### src/rtl/video_pll_pkg.sv
// Shared constants, lock state and period check for the behavioural video PLL.
// No logic; no latency and no backpressure.
package video_pll_pkg;

    localparam real CLKIN_FREQ = 50.0;
    localparam int  REF_PERIOD = 10;
    localparam int  PERIOD_TOL = 1;
    localparam int  LOCK_CNT   = 64;
    localparam int  LOSS_CNT   = 4;
    localparam int  CNT_W      = 8;
    localparam int  DIV0       = 4;
    localparam int  DIV1       = 10;
    localparam int  DIV2       = 20;

    typedef enum logic {
        UNLOCKED = 1'b0,
        LOCKED   = 1'b1
    } lock_state_t;

    function automatic logic is_good_period(input int cnt, input int ref_p, input int tol);
        return (cnt >= ref_p - tol) && (cnt <= ref_p + tol);
    endfunction

endpackage

### src/rtl/video_pll_clk_div.sv
// Even divider, 50% duty; first rise DIV/2 cycles after en rises.
// Output held low while en=0; no backpressure.
module video_pll_clk_div #(
    parameter int DIV = 4
) (
    input  logic clk,
    input  logic rst_n,
    input  logic en,
    output logic clk_o
);

    localparam int HALF = DIV / 2;
    localparam int W    = (HALF > 1) ? $clog2(HALF) : 1;
    localparam logic [W-1:0] LAST = W'(HALF - 1);

    logic [W-1:0] cnt;

    always_ff @(posedge clk or negedge rst_n) begin
        if (!rst_n) begin
            cnt   <= '0;
            clk_o <= 1'b0;
        end else if (!en) begin
            cnt   <= '0;
            clk_o <= 1'b0;
        end else if (cnt == LAST) begin
            cnt   <= '0;
            clk_o <= ~clk_o;
        end else begin
            cnt   <= cnt + 1'b1;
        end
    end

endmodule

### src/rtl/video_pll_gen.sv
// Qualifies clkin1 by period measurement, raises pll_lock, then gates three divided clocks.
// Lock after ~(LOCK_CNT+1)*REF_PERIOD+4 cycles; no backpressure.
module video_pll_gen
    import video_pll_pkg::*;
#(
    parameter int REF_PERIOD = video_pll_pkg::REF_PERIOD,
    parameter int PERIOD_TOL = video_pll_pkg::PERIOD_TOL,
    parameter int LOCK_CNT   = video_pll_pkg::LOCK_CNT,
    parameter int LOSS_CNT   = video_pll_pkg::LOSS_CNT,
    parameter int CNT_W      = video_pll_pkg::CNT_W,
    parameter int DIV0       = video_pll_pkg::DIV0,
    parameter int DIV1       = video_pll_pkg::DIV1,
    parameter int DIV2       = video_pll_pkg::DIV2
) (
    input  logic clk_tb,
    input  logic rst_n,
    input  logic clkin1,
    input  logic pll_rst,
    output logic clkout0,
    output logic clkout1,
    output logic clkout2,
    output logic pll_lock
);

    localparam int GW = $clog2(LOCK_CNT + 1);
    localparam int BW = $clog2(LOSS_CNT + 1);
    localparam logic [CNT_W-1:0] CNT_MAX   = '1;
    localparam logic [GW-1:0]    GOOD_LAST = GW'(LOCK_CNT);
    localparam logic [BW-1:0]    BAD_LAST  = BW'(LOSS_CNT - 1);

    logic             ir_async;
    logic [1:0]       rst_sync;
    logic             ir_n;
    logic [2:0]       ck_sync;
    logic             rise;
    logic [CNT_W-1:0] per_cnt;
    logic [CNT_W-1:0] miss_cnt;
    logic             started;
    logic             sat;
    logic             timeout;
    logic             ev_good;
    logic             ev_bad;
    lock_state_t      state;
    logic [GW-1:0]    good_cnt;
    logic [BW-1:0]    bad_cnt;

    // Either reset source asserts immediately; release waits two clk_tb edges.
    assign ir_async = !rst_n || pll_rst;

    always_ff @(posedge clk_tb or posedge ir_async) begin
        if (ir_async) rst_sync <= '0;
        else          rst_sync <= {rst_sync[0], 1'b1};
    end

    assign ir_n = rst_sync[1];

    always_ff @(posedge clk_tb or negedge ir_n) begin
        if (!ir_n) ck_sync <= '0;
        else       ck_sync <= {ck_sync[1:0], clkin1};
    end

    assign rise = ck_sync[1] && !ck_sync[2];
    assign sat  = (per_cnt == CNT_MAX);

    // A stalled clkin1 yields one bad period on saturation and every CNT_MAX cycles after.
    assign timeout = started && sat && !rise && (miss_cnt == '0);
    assign ev_good = rise && started && !sat &&
                     is_good_period(int'(per_cnt), REF_PERIOD, PERIOD_TOL);
    assign ev_bad  = (rise && started && !ev_good) || timeout;

    always_ff @(posedge clk_tb or negedge ir_n) begin
        if (!ir_n) begin
            per_cnt  <= '0;
            miss_cnt <= '0;
            started  <= 1'b0;
        end else if (rise) begin
            per_cnt  <= CNT_W'(1);
            miss_cnt <= '0;
            started  <= 1'b1;
        end else if (!sat) begin
            per_cnt  <= per_cnt + 1'b1;
        end else if (miss_cnt == CNT_MAX - 1'b1) begin
            miss_cnt <= '0;
        end else begin
            miss_cnt <= miss_cnt + 1'b1;
        end
    end

    always_ff @(posedge clk_tb or negedge ir_n) begin
        if (!ir_n) begin
            state    <= UNLOCKED;
            good_cnt <= '0;
            bad_cnt  <= '0;
            pll_lock <= 1'b0;
        end else begin
            case (state)
                UNLOCKED: begin
                    if (good_cnt == GOOD_LAST) begin
                        state    <= LOCKED;
                        pll_lock <= 1'b1;
                        bad_cnt  <= '0;
                    end else if (ev_good) begin
                        good_cnt <= good_cnt + 1'b1;
                    end else if (ev_bad) begin
                        good_cnt <= '0;
                    end
                end
                LOCKED: begin
                    if (ev_bad) begin
                        if (bad_cnt == BAD_LAST) begin
                            state    <= UNLOCKED;
                            pll_lock <= 1'b0;
                            good_cnt <= '0;
                            bad_cnt  <= '0;
                        end else begin
                            bad_cnt  <= bad_cnt + 1'b1;
                        end
                    end else if (ev_good) begin
                        bad_cnt <= '0;
                    end
                end
                default: begin
                    state    <= UNLOCKED;
                    pll_lock <= 1'b0;
                end
            endcase
        end
    end

    video_pll_clk_div #(.DIV(DIV0)) u_div0 (
        .clk   (clk_tb),
        .rst_n (ir_n),
        .en    (pll_lock),
        .clk_o (clkout0)
    );

    video_pll_clk_div #(.DIV(DIV1)) u_div1 (
        .clk   (clk_tb),
        .rst_n (ir_n),
        .en    (pll_lock),
        .clk_o (clkout1)
    );

    video_pll_clk_div #(.DIV(DIV2)) u_div2 (
        .clk   (clk_tb),
        .rst_n (ir_n),
        .en    (pll_lock),
        .clk_o (clkout2)
    );

endmodule

### config.mk
export PLATFORM = sky130hd
export DESIGN_NAME = video_pll_gen
export DESIGN_NICKNAME = d
export VERILOG_FILES = /design/src/rtl/video_pll_pkg.sv /design/src/rtl/video_pll_clk_div.sv /design/src/rtl/video_pll_gen.sv
export SDC_FILE = /design/constraint.sdc
export NUM_CORES = 1
export LEC_CHECK = 0
export BUFFER_PORTS_ARGS = -buffer_cell sky130_fd_sc_hd__buf_2
export CAP_MARGIN = 20
export CORE_ASPECT_RATIO = 0.75
export CORE_MARGIN = 2
export CORE_UTILIZATION = 51
export DETAILED_ROUTE_END_ITERATION = 10
export GPL_TIMING_DRIVEN = 1
export HOLD_SLACK_MARGIN = 0.12
export PLACE_DENSITY = 0.65
export SYNTH_ARGS = -nofsm -noshare
export SYNTH_HDL_FRONTEND = slang
export SYNTH_SLANG_ARGS = --single-unit
### constraint.sdc
create_clock -name clk_tb -period 1.55 [get_ports clk_tb]
set_clock_uncertainty 0.05 [all_clocks]
set_input_delay 0.31 -clock clk_tb [delete_from_list [all_inputs] [get_ports clk_tb]]
set_output_delay 0.31 -clock clk_tb [all_outputs]
set_load 0.03 [all_outputs]
==> impl_metrics.csv <==
group,metric,value,unit
cts,clk_path_buf_depth,2,
sta,hold_viol,0,
setup_path,crit_path_end_kind,"flip-flop",
power_and_ir_drop,switching_power,726,uW
yosys,synth_top_family_by_area,"simple AND/OR/NAND/NOR gates",
power_and_ir_drop,p_int,1.90,mW
yosys,synth-compound-area-share,13.3,%
routing,drc,0,
routing,m1WireLength,2.27,mm
finish,nNetsFinal,296,
placed_design,place_ws,-0.454,ns
power_and_ir_drop,comb_power_share,21.4,%
routing,wl_met2,2.37,mm
power_and_ir_drop,seqPwrFrac,48.7,%
routing,drtIter0Drc,113,
yosys,synthMuxAreaShare,1.81,%
sta,setup_ws,-0.470,ns
finish,diodes,0,
placed_design,dp_hpwl,3.27,mm
setup_path,crit_arrival,2.16,ns
cts,cts_tree,"yes",
sta,setup_viol,25,
setup_path,cp-start-kind,"flip-flop",
yosys,synth_area,0.00228,mm2
yosys,synthAdderAreaFrac,6.04,%
job,max_cap_violations,0,
cts,htreeDepth,2,
yosys,ys_seq_area_share,49.4,%
routing,vias_per_cell,5.34,
placed_design,place.gp.congestion,0.898,
power_and_ir_drop,p_per_area,858,mW/mm2
global_route,track_usage,21.4,%
global_route,grt_max_degree,44,
yosys,synthSimpleGateAreaFrac,23.0,%
cts,cts.reportedPaths.clkPinSlew,0.09,ns
floorplan,dieHeight,61.9,um
cts,clock-sinks,45,
setup_path,critPathKind,"reg2reg",
global_route,grt_overflow,0,
power_and_ir_drop,ir_worst_vdd,0.564,mV
hold_path,hp-class,"reg2async",
outcome,status,"finished, violations left",
power_and_ir_drop,leakagePower,1.48,nW
setup_path,crit_fanout,3,
yosys,synth_most_common_cell,"dfrtp_1",
yosys,synth_nets,236,
floorplan,start_util,52.0,%
setup_path,crit_required,1.69,ns
global_route,grt_pass1_vias,1810,
yosys,synth_edf_count,0,
sta,finalMaxSlewViolations,0,
power_and_ir_drop,p_sw_share,27.7,%
yosys,synth.top_cells.by_count,"dfrtp_1 (45), nand2_1 (19), inv_1 (13)",
routing,drt_pass1_iterations,4,
sta,rsz0062_at_grt,"true",
yosys,synth_xor_area_share,3.46,%
yosys,synth_cell_types,47,
global_route,grt_pass1_wl,8.09,mm
cts,cts_root_buffer,"clkbuf_8",
floorplan,die-area,0.00503,mm2
sta,max_slew_margin,64.5,%
yosys,synth_area_per_cell,10.3,um2
floorplan,core,0.00439,mm2
routing,route.met3.wl,140,um
routing,finalWirelength,4.86,mm
power_and_ir_drop,p_clk_share,30.0,%
yosys,ys_top_cells_by_area,"dfrtp_1 (49%), ha_1 (6.0%), nand2_1 (3.1%)",
yosys,synthDominantCellAreaShare,49.4,%
cts,cts_made_buffers,5,
placed_design,portBuffers,7,
sta,worst_pin_slew,0.532,ns
yosys,synth_ff_type,"dfrtp_1",
routing,ant_nets,0,
finish,instances_no_fill,339,
global_route,grt_antenna_before_repair,0,
yosys,yosys.area.top_type,"dfrtp_1",
yosys,ys_warn_count,0,
yosys,ys_async_sr_fraction,100,%
routing,post_drt_wl_per_cell,14.3,um
yosys,ys_seq_elements,45,
finish,num-fill-cells,328,
finish,area_growth,34.1,%
sta,min_period,2.02,ns
placed_design,dp.cells,324,
sta,clock.fmax,0.495,GHz
placed_design,dpl_cell_area,0.00272,mm2
yosys,syn_inst,221,
outcome,violations,"negative setup slack",
cts,clk_latency,0.30,ns
finish,drive_gt1_share,34.8,%
floorplan,dieWidth,81.2,um
finish,final_area,0.00306,mm2
routing,top_layer,"met4",
sta,period_share,130,%
routing,vias,1809,
floorplan,io_pins,8,
floorplan,rows,21,
[critical path, cell delays in order, from the launching register on]
cell	delay (ns)
dfrtp_1	0.39
or4_4	0.54
or3_4	0.37
a32oi_4	0.25
nor2_2	0.06
mux2_2	0.26
[placed cells by master, fill, tap and decap left out, types with 3 or more instances in the layout]
cell type	instances
dfrtp_1	45
buf_4	41
nand2_1	17
inv_1	13
and3_1	11
ha_1	10
nand3_1	8
nor2b_1	7
buf_2	7
xnor2_1	6
nor2_1	6
a21o_1	6
clkbuf_8	6
buf_6	6
and2_1	5
o21ai_0	5
nor3b_2	5
nand2b_1	4
o21ai_2	4
nor3_2	4
a211o_1	4
mux2i_1	3
nor2_2	3
or2_1	3
a21oi_2	3
a22o_1	3
o21ai_1	3
dlygate4sd3_1	3
[area by class of cell]
cell class	instances	area [um2]	share of cell area, %
multi-input combinational	159	1270	41.5
sequential	45	1130	36.8
timing repair buffer	57	440	14.4
clock buffer	6	82.6	2.70
tap	57	71.3	2.33
inverter	13	48.8	1.60
clock inverter	2	17.5	0.573
[routing by layer]
metal | up-vias | track usage, %
met5 | - | 0
met4 | 0 | 7.02
met3 | 10 | 4.62
met2 | 30 | 37.4
met1 | 878 | 27.1
li1 | 891 | -
[cell families (layout without fill, tap and decap cells)]
family | Yosys count | count (layout)
AO/OA/AOI/OAI | 42 | 42
other | 1 | 1
adder cells (fa/ha/maj) | 11 | 11
AND/OR/NAND/NOR | 92 | 92
multiplexers | 4 | 4
XOR/XNOR | 9 | 9
buffers and inverters | 17 | 78
flip-flops | 45 | 45
[power groups by stage]
stage	logic, mW	registers (mW)	clock network (mW)
floorplan	0.211	1.32	0
global placement	0.428	1.29	0
detailed placement	0.438	1.30	0
CTS	0.490	1.27	0.801
global route	0.608	1.28	0.864
finish	0.561	1.28	0.786
[sequential cells by signal (all words and copies together) (netlist names), 2 cells and up]
signal,flops
ck_sync,3
u_div1.cnt,3
u_div2.cnt,4
miss_cnt,8
good_cnt,7
per_cnt,8
rst_sync,2
bad_cnt,3
[final timing paths]
kind / to / from / cells past startpoint / slack, ns
hold / removal: miss_cnt[4] / rst_sync[1] / 1 / 0.29
setup reg to reg: bad_cnt[0] / per_cnt[2] / 5 / -0.47
max in group asynchronous: rst_sync[0] / pll_rst / 4 / 0.36
setup / recovery: bad_cnt[0] / per_cnt[2] / 5 / -0.47
min in group clk_tb: ck_sync[1] / ck_sync[0] / 0 / 0.31
hold reg to reg: miss_cnt[4] / rst_sync[1] / 1 / 0.29
[metrics by stage]
step / hold slack [ns] / utilization, % / total power [mW] / TNS, ns
after floorplan: 0.0631 / - / 1.53 / -5.11
after global placement: 0.169 / 61.9 / 1.72 / -5.42
after detailed placement: 0.192 / 61.9 / 1.74 / -6.15
after CTS: 0.304 / 68.2 / 2.57 / -6.21
after global routing: 0.310 / 69.7 / 2.75 / -7.87
final: 0.286 / 69.7 / 2.62 / -6.27
[timing repair]
item,CTS,global route
setup buffers,5,3
hold buffers,3,0
setup endpoints to repair,24,26
endpoints found under the hold margin,3,0
pin swaps,16,13
resized for setup,24,14
Power figures use the tool's default switching activity.
